## config.mk

```make
export PLATFORM = sky130hd
export DESIGN_NAME = io_input_port
export DESIGN_NICKNAME = d
export VERILOG_FILES = /design/src/rtl/io_input_port.sv
export SDC_FILE = /design/constraint.sdc
export NUM_CORES = 1
export LEC_CHECK = 0
export BUFFER_PORTS_ARGS = -buffer_cell sky130_fd_sc_hd__buf_2
export CELL_PAD_IN_SITES_DETAIL_PLACEMENT = 2
export CELL_PAD_IN_SITES_GLOBAL_PLACEMENT = 2
export CORE_ASPECT_RATIO = 1.2
export CORE_MARGIN = 5
export CORE_UTILIZATION = 29
export CTS_CLUSTER_DIAMETER = 100
export DETAILED_ROUTE_END_ITERATION = 12
export GPL_ROUTABILITY_DRIVEN = 0
export GPL_TIMING_DRIVEN = 0
export PLACE_DENSITY_LB_ADDON = 0.2
export SYNTH_ARGS = -nofsm -noshare
export SYNTH_HDL_FRONTEND = slang
export SYNTH_SLANG_ARGS = --single-unit
```

## constraint.sdc

```tcl
create_clock -name clk -period 3.1 [get_ports clk]
set_clock_uncertainty 0.1 [all_clocks]
set_input_delay 0.465 -clock clk [delete_from_list [all_inputs] [get_ports clk]]
set_output_delay 0.465 -clock clk [all_outputs]
set_load 0.1 [all_outputs]
```

## src/rtl/io_input_port.sv

```systemverilog
// io_input_port: handshaked input port that captures the user switches when a
// debounced confirm button is pressed while the processor waits on an IN.
module io_input_port #(
    parameter int unsigned DEBOUNCE_CYCLES = 50000
) (
    input  logic        clk,
    input  logic        reset,
    input  logic        in_req,
    input  logic        in_ack,
    input  logic        button,
    input  logic [15:0] switches,
    output logic        ready,
    output logic [31:0] data_out,
    output logic        waiting
);

    localparam int unsigned CNT_W  = 16;
    localparam int unsigned DATA_W = 32;
    localparam int unsigned SW_W   = 16;

    typedef enum logic [1:0] {
        IDLE    = 2'd0,
        ARMED   = 2'd1,
        FULL    = 2'd2,
        RELEASE = 2'd3
    } state_t;

    state_t             state;
    logic               sync1;
    logic               sync2;
    logic               btn_db;
    logic [CNT_W-1:0]   counter;

    logic               differ_c;
    logic               toggle_c;
    logic               press_c;

    // Debounce decisions for the current edge; a press is a 0->1 toggle.
    assign differ_c = (sync2 != btn_db);
    assign toggle_c = differ_c && (counter == CNT_W'(DEBOUNCE_CYCLES - 1));
    assign press_c  = toggle_c && !btn_db;

    // Two-flop synchronizer for the asynchronous button.
    always_ff @(posedge clk) begin
        if (reset) begin
            sync1 <= 1'b0;
            sync2 <= 1'b0;
        end else begin
            sync1 <= button;
            sync2 <= sync1;
        end
    end

    // Accept a level change only after it has been stable long enough.
    always_ff @(posedge clk) begin
        if (reset) begin
            btn_db  <= 1'b0;
            counter <= '0;
        end else if (toggle_c) begin
            btn_db  <= ~btn_db;
            counter <= '0;
        end else if (differ_c) begin
            counter <= counter + CNT_W'(1);
        end else begin
            counter <= '0;
        end
    end

    // Request/capture/acknowledge/release sequencing with registered outputs.
    always_ff @(posedge clk) begin
        if (reset) begin
            state    <= IDLE;
            ready    <= 1'b0;
            waiting  <= 1'b0;
            data_out <= '0;
        end else begin
            case (state)
                IDLE: begin
                    // A button still held from before must be released first.
                    if (in_req && !btn_db) begin
                        state   <= ARMED;
                        waiting <= 1'b1;
                    end
                end
                ARMED: begin
                    if (press_c) begin
                        state    <= FULL;
                        ready    <= 1'b1;
                        waiting  <= 1'b0;
                        data_out <= {(DATA_W - SW_W)'(0), switches};
                    end else if (!in_req) begin
                        state   <= IDLE;
                        waiting <= 1'b0;
                    end
                end
                FULL: begin
                    if (in_ack) begin
                        state <= RELEASE;
                        ready <= 1'b0;
                    end
                end
                RELEASE: begin
                    if (!btn_db && !in_req) begin
                        state <= IDLE;
                    end
                end
                default: begin
                    state   <= IDLE;
                    ready   <= 1'b0;
                    waiting <= 1'b0;
                end
            endcase
        end
    end

endmodule

```

==> flow_summary_export.csv, run 1 <==
group,metric,value,unit
cells_and_area,layout_common_cells,"39 x buf_2, 39 x dfxtp_1, 22 x nor2_1",
sta,hold_violations,0,
power_and_ir_drop,p_leak,0.862,nW
yosys,synthCells,207,
clocking,cts_sinks,39,
die,core-area,6010,sq um
yosys,synth-seq-area-share,44.0,%
critical_path,worstPathArrival,2.73,ns
placement,numPortBuffers,38,
sta,drv_slew,0,
flow_run,maxCapViolations,0,
routing,vias_per_cell,4.65,
sta,grt_setup_unrepaired,"no",
sta,min_period_over_period,86.1,%
power_and_ir_drop,max-vdd-ir-drop,0.000160,V
cells_and_area,area_growth,24.6,%
sta,setup_violations,0,
critical_path,cp_max_fo,10,
die,die_w,81.4,microns
routing,routedWlPerCell,13.8,microns
global_routing,grt-ovfl-total,0,
outcome,status,"complete, no violations",
cells_and_area,drive_gt1_share,25.5,%
cells_and_area,final_cell_area,2210,sq um
sta,hold_slack,0.284,ns
routing,drc_errors,0,
placement,dp_hpwl,3710,microns
yosys,yosys.area.top_type_share,44.0,%
clocking,clkSlewWorstSetupHoldPaths,0.08,ns
sta,fmax,375,MHz
sta,tightest_slew,1.07,ns
clocking,cts-hold-fix-buffers,0,
cells_and_area,multi_input_area,860,sq um
placement,post_dp_cell_area,2120,sq um
cells_and_area,ff_latch_area,781,sq um
cells_and_area,diodes,0,
global_routing,antenna_found_initial,0,
clocking,numCtsBuffers,5,
yosys,yosysWarningCount,0,
global_routing,grt_pass1_wl,7750,microns
routing,first_pass_iters,3,
yosys,synth_area,1770,sq um
cells_and_area,final_nets,289,
power_and_ir_drop,power_density,454,nW/um^2
routing,drtIter0Drc,37,
routing,vias,1623,
sta,layout_min_cycle_time,2.67,ns
clocking,post_cts_buffers,0,
critical_path,worst_setup_path_start_kind,"flop",
yosys,synth_area_leader_cell,"dfxtp_1",
clocking,htree_levels,2,
cells_and_area,fill_cells,721,
min_path,hp-class,"in2reg",
yosys,avgSynthCellArea,8.56,sq um
critical_path,crit_type,"reg2reg",
clocking,clk_latency,0.29,ns
global_routing,grt_pass1_vias,1650,
die,num_rows,31,
clocking,cts_tree,"done",
die,io_pins,55,
critical_path,cp.required,3.16,ns
routing,wl,4830,microns
clocking,cts-root-buf,"clkbuf_8",
routing,antenna_left,0,
yosys,synth.top_cells.by_area,"dfxtp_1 44%, nand4_1 7.4%, buf_4 7.2%",
yosys,ys_types,32,
global_routing,grt_max_degree,12,
die,start_util,29.5,%
critical_path,end_kind,"flop",
sta,layout_setup_ws,0.432,ns
yosys,synth-seq-cells,39,
die,dieArea,7780,sq um
die,fp.dieH,95.7,microns
clocking,cts-resized-gates,0,
global_routing,grtUsageTotal,13.0,%
placement,dpl_worst_slack,0.429,ns
clocking,clockBufferDepth,2,
sta,tns,0,ns
sta,slew_headroom,28.8,%
worst max-delay path, cell delays in order (launching register included):
cell and delay, ns:
dfxtp_1 0.30, clkbuf_1 0.17, nor3b_1 0.89, nand4b_1 0.43, clkbuf_1 0.33, o21ai_0 0.23
a21oi_1 0.09
final timing paths:
path,startpoint,to,slack [ns],depth (start not counted)
worst min register to register,sync1$_SDFF_PP0_,sync2$_SDFF_PP0_,0.35,1
worst max-delay path,btn_db$_SDFFE_PP0P_,data_out[12]$_SDFFE_PP0P_,0.43,6
worst min-delay path,button,sync1$_SDFF_PP0_,0.28,2
worst max register to register,btn_db$_SDFFE_PP0P_,data_out[12]$_SDFFE_PP0P_,0.43,6
routing by layer:
| metal | wire [microns] | GRT usage (%) | vias to the layer above |
|---|---|---|---|
| met1 | 2060 | 14.7 | 771 |
| met2 | 2440 | 22.6 | 28 |
| li1 | - | - | 817 |
| met4 | 79 | 5.49 | 0 |
| met5 | 0 | 0 | - |
| met3 | 247 | 3.59 | 7 |
cells by family after synthesis:
group,count (synthesis),synth area share (%)
compound gates,41,12.4
flops,39,44.0
simple gates,79,24.6
other cells,1,0.212
xor+xnor,15,7.41
buf+inv,31,10.7
fa+ha+maj,1,0.706
state kept, by name, summed over array words and instances (netlist names), named ones only:
signal	flops
counter	16
data_out	16
btn_db	1
ready	1
state	1
sync1	1
sync2	1
waiting	1
cell type report:
class	instances	share of cell area (%)
Multi-Input combinational cell	152	38.9
Buffer	27	7.87
Clock inverter	1	0.227
Tap cell	82	4.64
Sequential cell	39	35.3
Timing Repair Buffer	38	8.61
Inverter	4	0.680
Clock buffer	6	3.74
per-stage QoR:
stage                     cells  util (%)  power [mW]
after floorplan             222         -       0.644
after global placement      342      35.3       0.666
after detailed placement    342      35.3       0.666
after CTS                   349      36.8        1.02
after global routing        349      36.8        1.05
final                       349      36.8        1.00
cell usage after synthesis (all sizes together):
cell type	count
a21o	1
nand3	6
dfxtp	39
ha	1
or4	1
buf	19
nand2	7
nor3	4
nand3b	1
inv	4
nor3b	1
or3	1
and3	1
nor2	22
or4b	1
nor4	5
o211ai	1
o21ai	18
and3b	1
nand2b	3
xor2	2
nor2b	3
xnor2	13
a21oi	20
nand4	21
a41o	1
clkbuf	8
nand4b	1
conb	1
report_power, final:
group / leakage (nW) / internal, mW / switching, mW
logic: 0.500 / 0.0304 / 0.117
clock network: 0.0470 / 0.175 / 0.173
registers: 0.315 / 0.504 / 0.00274
No activity file was read; power rests on OpenSTA's default activity.
==> run 2: changes to the inputs <==
ABC_AREA = 1   (was default)
CORE_UTILIZATION = 28   (was 29)
SKIP_LAST_GASP = 1   (was default)
==> flow_summary_export.csv, run 2 <==
group,metric,value,unit
sta,fmax,543,MHz
die,core-area,6410,sq um
power_and_ir_drop,finalPower,1.17,mW
sta,drv_slew,0,
yosys,synth.top_cells.by_area,"dfxtp_1 42%, nor2_1 11%, buf_4 6.5%",
critical_path,worst-path-buf-inv,1,
power_and_ir_drop,p_leak,0.981,nW
yosys,avgSynthCellArea,7.91,sq um
sta,min_period_over_period,59.4,%
yosys,synth-seq-area-share,42.4,%
yosys,synthTopCellsByCount,"52 x nor2_1, 39 x dfxtp_1, 27 x nand2_1",
global_routing,antenna_found_initial,0,
clocking,htree_levels,2,
cells_and_area,drive_gt1_share,32.0,%
cells_and_area,fin_util,36.3,%
cells_and_area,top_regs,"counter x16, data_out x16",
yosys,ys.flop_type,"dfxtp_1",
die,dieArea,8310,sq um
die,start_util,28.8,%
critical_path,worst_setup_path_start_kind,"flop",
routing,wl,4540,microns
placement,dpl_worst_slack,1.22,ns
die,io_pins,55,
yosys,synthArstFlopShare,0,%
die,fp.dieH,98.9,microns
cells_and_area,layout_common_cells,"52 x nor2_1, 39 x buf_2, 39 x dfxtp_1",
cells_and_area,final_common_cell,"nor2_1",
routing,antenna_left,0,
critical_path,worstPathArrival,1.92,ns
critical_path,crit_type,"reg2reg",
global_routing,grt_pass1_vias,1827,
global_routing,grt-ovfl-total,0,
cells_and_area,fill_cells,788,
clocking,cts-root-buf,"clkbuf_8",
outcome,status,"complete, no violations",
sta,setup_violations,0,
routing,first_pass_iters,4,
flow_run,maxCapViolations,0,
global_routing,grtUsageTotal,11.4,%
sta,tns,0,ns
min_path,hp-class,"in2reg",
routing,drc_errors,0,
clocking,clkSlewWorstSetupHoldPaths,0.08,ns
sta,layout_setup_ws,1.26,ns
routing,vias,1647,
yosys,synth_most_common_cell,"nor2_1",
routing,routedWlPerCell,12.0,microns
sta,hold_violations,0,
yosys,synthCells,233,
routing,vias_per_cell,4.35,
clocking,cts_sinks,39,
critical_path,end_kind,"flop",
yosys,synth-seq-cells,39,
critical_path,critPathMaxStageDelay,0.38,ns
global_routing,grt_pass1_wl,7760,microns
yosys,ys_types,34,
clocking,clk_latency,0.29,ns
yosys,synth_area_leader_cell,"dfxtp_1",
clocking,cts-hold-fix-buffers,0,
placement,numPortBuffers,38,
power_and_ir_drop,power_density,503,nW/um^2
yosys,synth-edff-count,0,
cells_and_area,final_nets,315,
clocking,cts_tree,"done",
global_routing,grt_max_degree,13,
cells_and_area,area_growth,26.3,%
critical_path,worst_path_dominant_cell_family,"simple AND/OR/NAND/NOR gates",
routing,drtIter0Drc,17,
critical_path,cp_max_fo,10,
cells_and_area,diodes,0,
power_and_ir_drop,max-vdd-ir-drop,0.000181,V
die,num_rows,32,
clocking,numCtsBuffers,5,
placement,post_dp_cell_area,2200,sq um
die,die_w,84.1,microns
yosys,synth_area,1840,sq um
sta,layout_min_cycle_time,1.84,ns
clocking,post_cts_buffers,0,
yosys,yosys.area.top_type_share,42.4,%
sta,grt_setup_unrepaired,"no",
clocking,cts-resized-gates,0,
cells_and_area,final_cell_area,2330,sq um
clocking,clockBufferDepth,2,
critical_path,crit_chain,"ha_1, nand3_4, nor2_4, nand3_1, nand4_2, buf_2, nor2_1",
yosys,yosysWarningCount,0,
critical_path,cp.required,3.18,ns
critical_path,crit_slowest_cell,"dfxtp_1",
placement,dp_hpwl,3590,microns
[run 2: through the flow]
step           instances  hold slack (ns)
2_1_floorplan        248            0.288
3_3_place_gp         371            0.291
3_5_place_dp         371            0.305
4_1_cts              379            0.272
5_1_grt              379            0.275
6_report             379            0.278
[run 2: routing by layer]
metal | wire [microns] | share of wire (%) | up-vias | track usage (%)
li1 | - | - | 826 | -
met1 | 1850 | 41 | 785 | 11.5
met2 | 2430 | 54 | 30 | 21.9
met3 | 200 | 4.4 | 6 | 3.60
met4 | 59 | 1.3 | 0 | 3.34
met5 | 0 | 0 | - | 0
[run 2: final cells by class]
cell class | instances | area [sq um] | area share [%]
Timing Repair Buffer | 38 | 190 | 8.17
Buffer | 20 | 151 | 6.50
Sequential cell | 39 | 781 | 33.5
Clock buffer | 6 | 72.6 | 3.12
Clock inverter | 2 | 60.1 | 2.58
Inverter | 21 | 78.8 | 3.39
Tap cell | 85 | 106 | 4.57
Multi-Input combinational cell | 168 | 888 | 38.2
[run 2: cells by family (layout without fill, tap and decap cells)]
| kind of cell | Yosys count | in the layout | share of synthesized area (%) |
|---|---|---|---|
| simple gates | 114 | 114 | 32.7 |
| buf+inv | 41 | 87 | 12.5 |
| flops | 39 | 39 | 42.4 |
| compound gates | 32 | 32 | 9.23 |
| xor+xnor | 5 | 5 | 2.38 |
| fa+ha+maj | 1 | 1 | 0.679 |
| other cells | 1 | 16 | 0.203 |
[run 2: tightest hold or removal path: stages]
cell and delay (ns):
buf_2 0.07, nor2_1 0.03, nor2_1 0.06
[run 2: power breakdown]
part           total, mW  leakage (nW)  internal [mW]  switching (mW)
Clock              0.503        0.0654          0.322           0.181
Sequential         0.509         0.315          0.506         0.00346
Combinational      0.160         0.601         0.0322           0.128
[run 2: worst paths after layout]
kind	slack [ns]	start	end	depth (start not counted)
max	1.26	counter[0]$_SDFF_PP0_	counter[9]$_SDFF_PP0_	7
min	0.28	switches[13]	data_out[13]$_SDFFE_PP0P_	3
max reg2reg	1.26	counter[0]$_SDFF_PP0_	counter[9]$_SDFF_PP0_	7
min reg2reg	0.31	sync1$_SDFF_PP0_	sync2$_SDFF_PP0_	2
==> run 3: changes to the inputs <==
clock period = 1.86 ns   (was 3.1 ns; I/O delays follow)
==> flow_summary_export.csv, run 3 (synthesized netlist as in run 2, its figures left out) <==
group,metric,value,unit
clocking,clkSlewWorstSetupHoldPaths,0.08,ns
global_routing,grt_max_degree,13,
critical_path,crit_type,"reg2reg",
outcome,status,"complete, no violations",
critical_path,end_kind,"flop",
cells_and_area,ff_latch_area,782,sq um
clocking,cts-hold-fix-buffers,0,
clocking,htree_levels,2,
global_routing,antenna_found_initial,0,
placement,dp_hpwl,3590,microns
clocking,numCtsBuffers,5,
routing,drtIter0Drc,12,
clocking,cts_tree,"done",
cells_and_area,layout_common_cells,"52 x nor2_1, 38 x dfxtp_1, 38 x buf_2",
power_and_ir_drop,pwr-share-clk,42.8,%
cells_and_area,diodes,0,
die,io_pins,55,
critical_path,crit_chain,"ha_2, nand3_4, nor2_2, nand2_1, nor2_4, nand3_2, a21oi_1, o21a_1",
critical_path,worst_path_dominant_cell_family,"simple AND/OR/NAND/NOR gates",
routing,first_pass_iters,4,
power_and_ir_drop,p_seq_share,43.4,%
power_and_ir_drop,p_leak,1.00,nW
cells_and_area,top_regs,"counter x16, data_out x16",
routing,routedWlPerCell,12.2,microns
critical_path,worst-path-buf-inv,0,
critical_path,critPathMaxStageDelay,0.36,ns
clocking,cts-root-buf,"clkbuf_8",
global_routing,grt-ovfl-total,0,
cells_and_area,multi_input_area,910,sq um
clocking,cts_sinks,39,
routing,drc_errors,0,
routing,wl,4670,microns
placement,dp.cells,371,
cells_and_area,final_common_cell,"nor2_1",
cells_and_area,area_growth,29.3,%
sta,drv_slew,0,
sta,hold_violations,0,
die,dieArea,8310,sq um
routing,antenna_left,0,
critical_path,cp.required,1.99,ns
critical_path,worstPathArrival,1.83,ns
die,die_w,84.1,microns
sta,grt_setup_unrepaired,"no",
die,core-area,6410,sq um
clocking,clk_latency,0.29,ns
sta,layout_min_cycle_time,1.70,ns
power_and_ir_drop,power_density,820,nW/um^2
sta,min_period_over_period,91.4,%
die,num_rows,32,
critical_path,crit_slowest_cell,"dfxtp_1",
power_and_ir_drop,p_sw,520,uW
power_and_ir_drop,swShare,26.6,%
clocking,clockBufferDepth,2,
power_and_ir_drop,max-vdd-ir-drop,0.000300,V
cells_and_area,final_nets,319,
power_and_ir_drop,power_report.internal_total,1.43,mW
routing,vias,1664,
critical_path,worst_setup_path_start_kind,"flop",
power_and_ir_drop,finalPower,1.95,mW
routing,vias_per_cell,4.34,
cells_and_area,drive_gt1_share,33.9,%
flow_run,maxCapViolations,0,
cells_and_area,fill_cells,783,
placement,numPortBuffers,38,
die,fp.dieH,98.9,microns
global_routing,grtUsageTotal,11.5,%
sta,setup_violations,0,
global_routing,grt_pass1_wl,7860,microns
cells_and_area,final_cells,383,
sta,fmax,588,MHz
min_path,hp-class,"in2reg",
die,start_util,28.8,%
critical_path,cp_max_fo,5,
global_routing,grt_pass1_vias,1821,
power_and_ir_drop,pwr-share-comb,13.7,%
## run 3: stage by stage
step                TNS, ns  cell area, sq um  worst slack (ns)  hold slack [ns]  utilization (%)
CTS                       0              2350          0.000698           0.0860             36.6
finish                    0              2380             0.159           0.0941             37.2
global placement          0              2200            0.0156            0.291             34.3
global route              0              2380            0.0114           0.0878             37.2
floorplan                 0              1900             0.236            0.241                -
detailed placement  -0.0871              2200           -0.0176            0.305             34.3
## run 3: area by class of cell
type	instances	area share [%]
clock inverter	2	2.52
buffer	20	6.46
timing repair buffer	42	9.24
clock buffer	6	3.04
inverter	21	3.31
multi-input combinational	168	38.2
sequential	39	32.8
tap	85	4.46
## run 3: timing repair
item | CTS | global route
resized for setup | 1 | 5
setup buffers | 2 | 2
hold endpoints to repair | 0 | 0
setup endpoints to repair | 19 | 23
pin swaps | 1 | 1
## run 3: path summary, 6_finish.rpt
kind	startpoint	cells after the start	slack (ns)	endpoint
min reg2reg	sync1$_SDFF_PP0_	2	0.31	sync2$_SDFF_PP0_
min	switches[13]	3	0.09	data_out[13]$_SDFFE_PP0P_
max reg2reg	counter[1]$_SDFF_PP0_	8	0.16	counter[12]$_SDFF_PP0_
max	counter[1]$_SDFF_PP0_	8	0.16	counter[12]$_SDFF_PP0_
## run 3: routing by layer
layer	track usage, %	vias to the layer above	part of all wire, %	wire [microns]
li1	-	832	-	-
met1	11.8	797	40	1870
met2	22.1	30	55	2560
met3	3.60	5	4.1	192
met4	3.34	0	1.1	51
met5	0	-	0	0
## run 3: power groups by stage
stage	clock, mW	combinational (mW)	sequential (mW)
floorplan	0	0.206	0.891
global placement	0	0.265	0.869
detailed placement	0	0.267	0.869
CTS	0.861	0.268	0.849
global route	0.900	0.285	0.851
finish	0.837	0.268	0.849
## run 3: worst reg2reg max path: cells and delay by family, from the launching register on
family	cells	cell delay [ns]
flops	1	0.36
compound gates	2	0.30
simple gates	5	0.66
fa+ha+maj	1	0.23
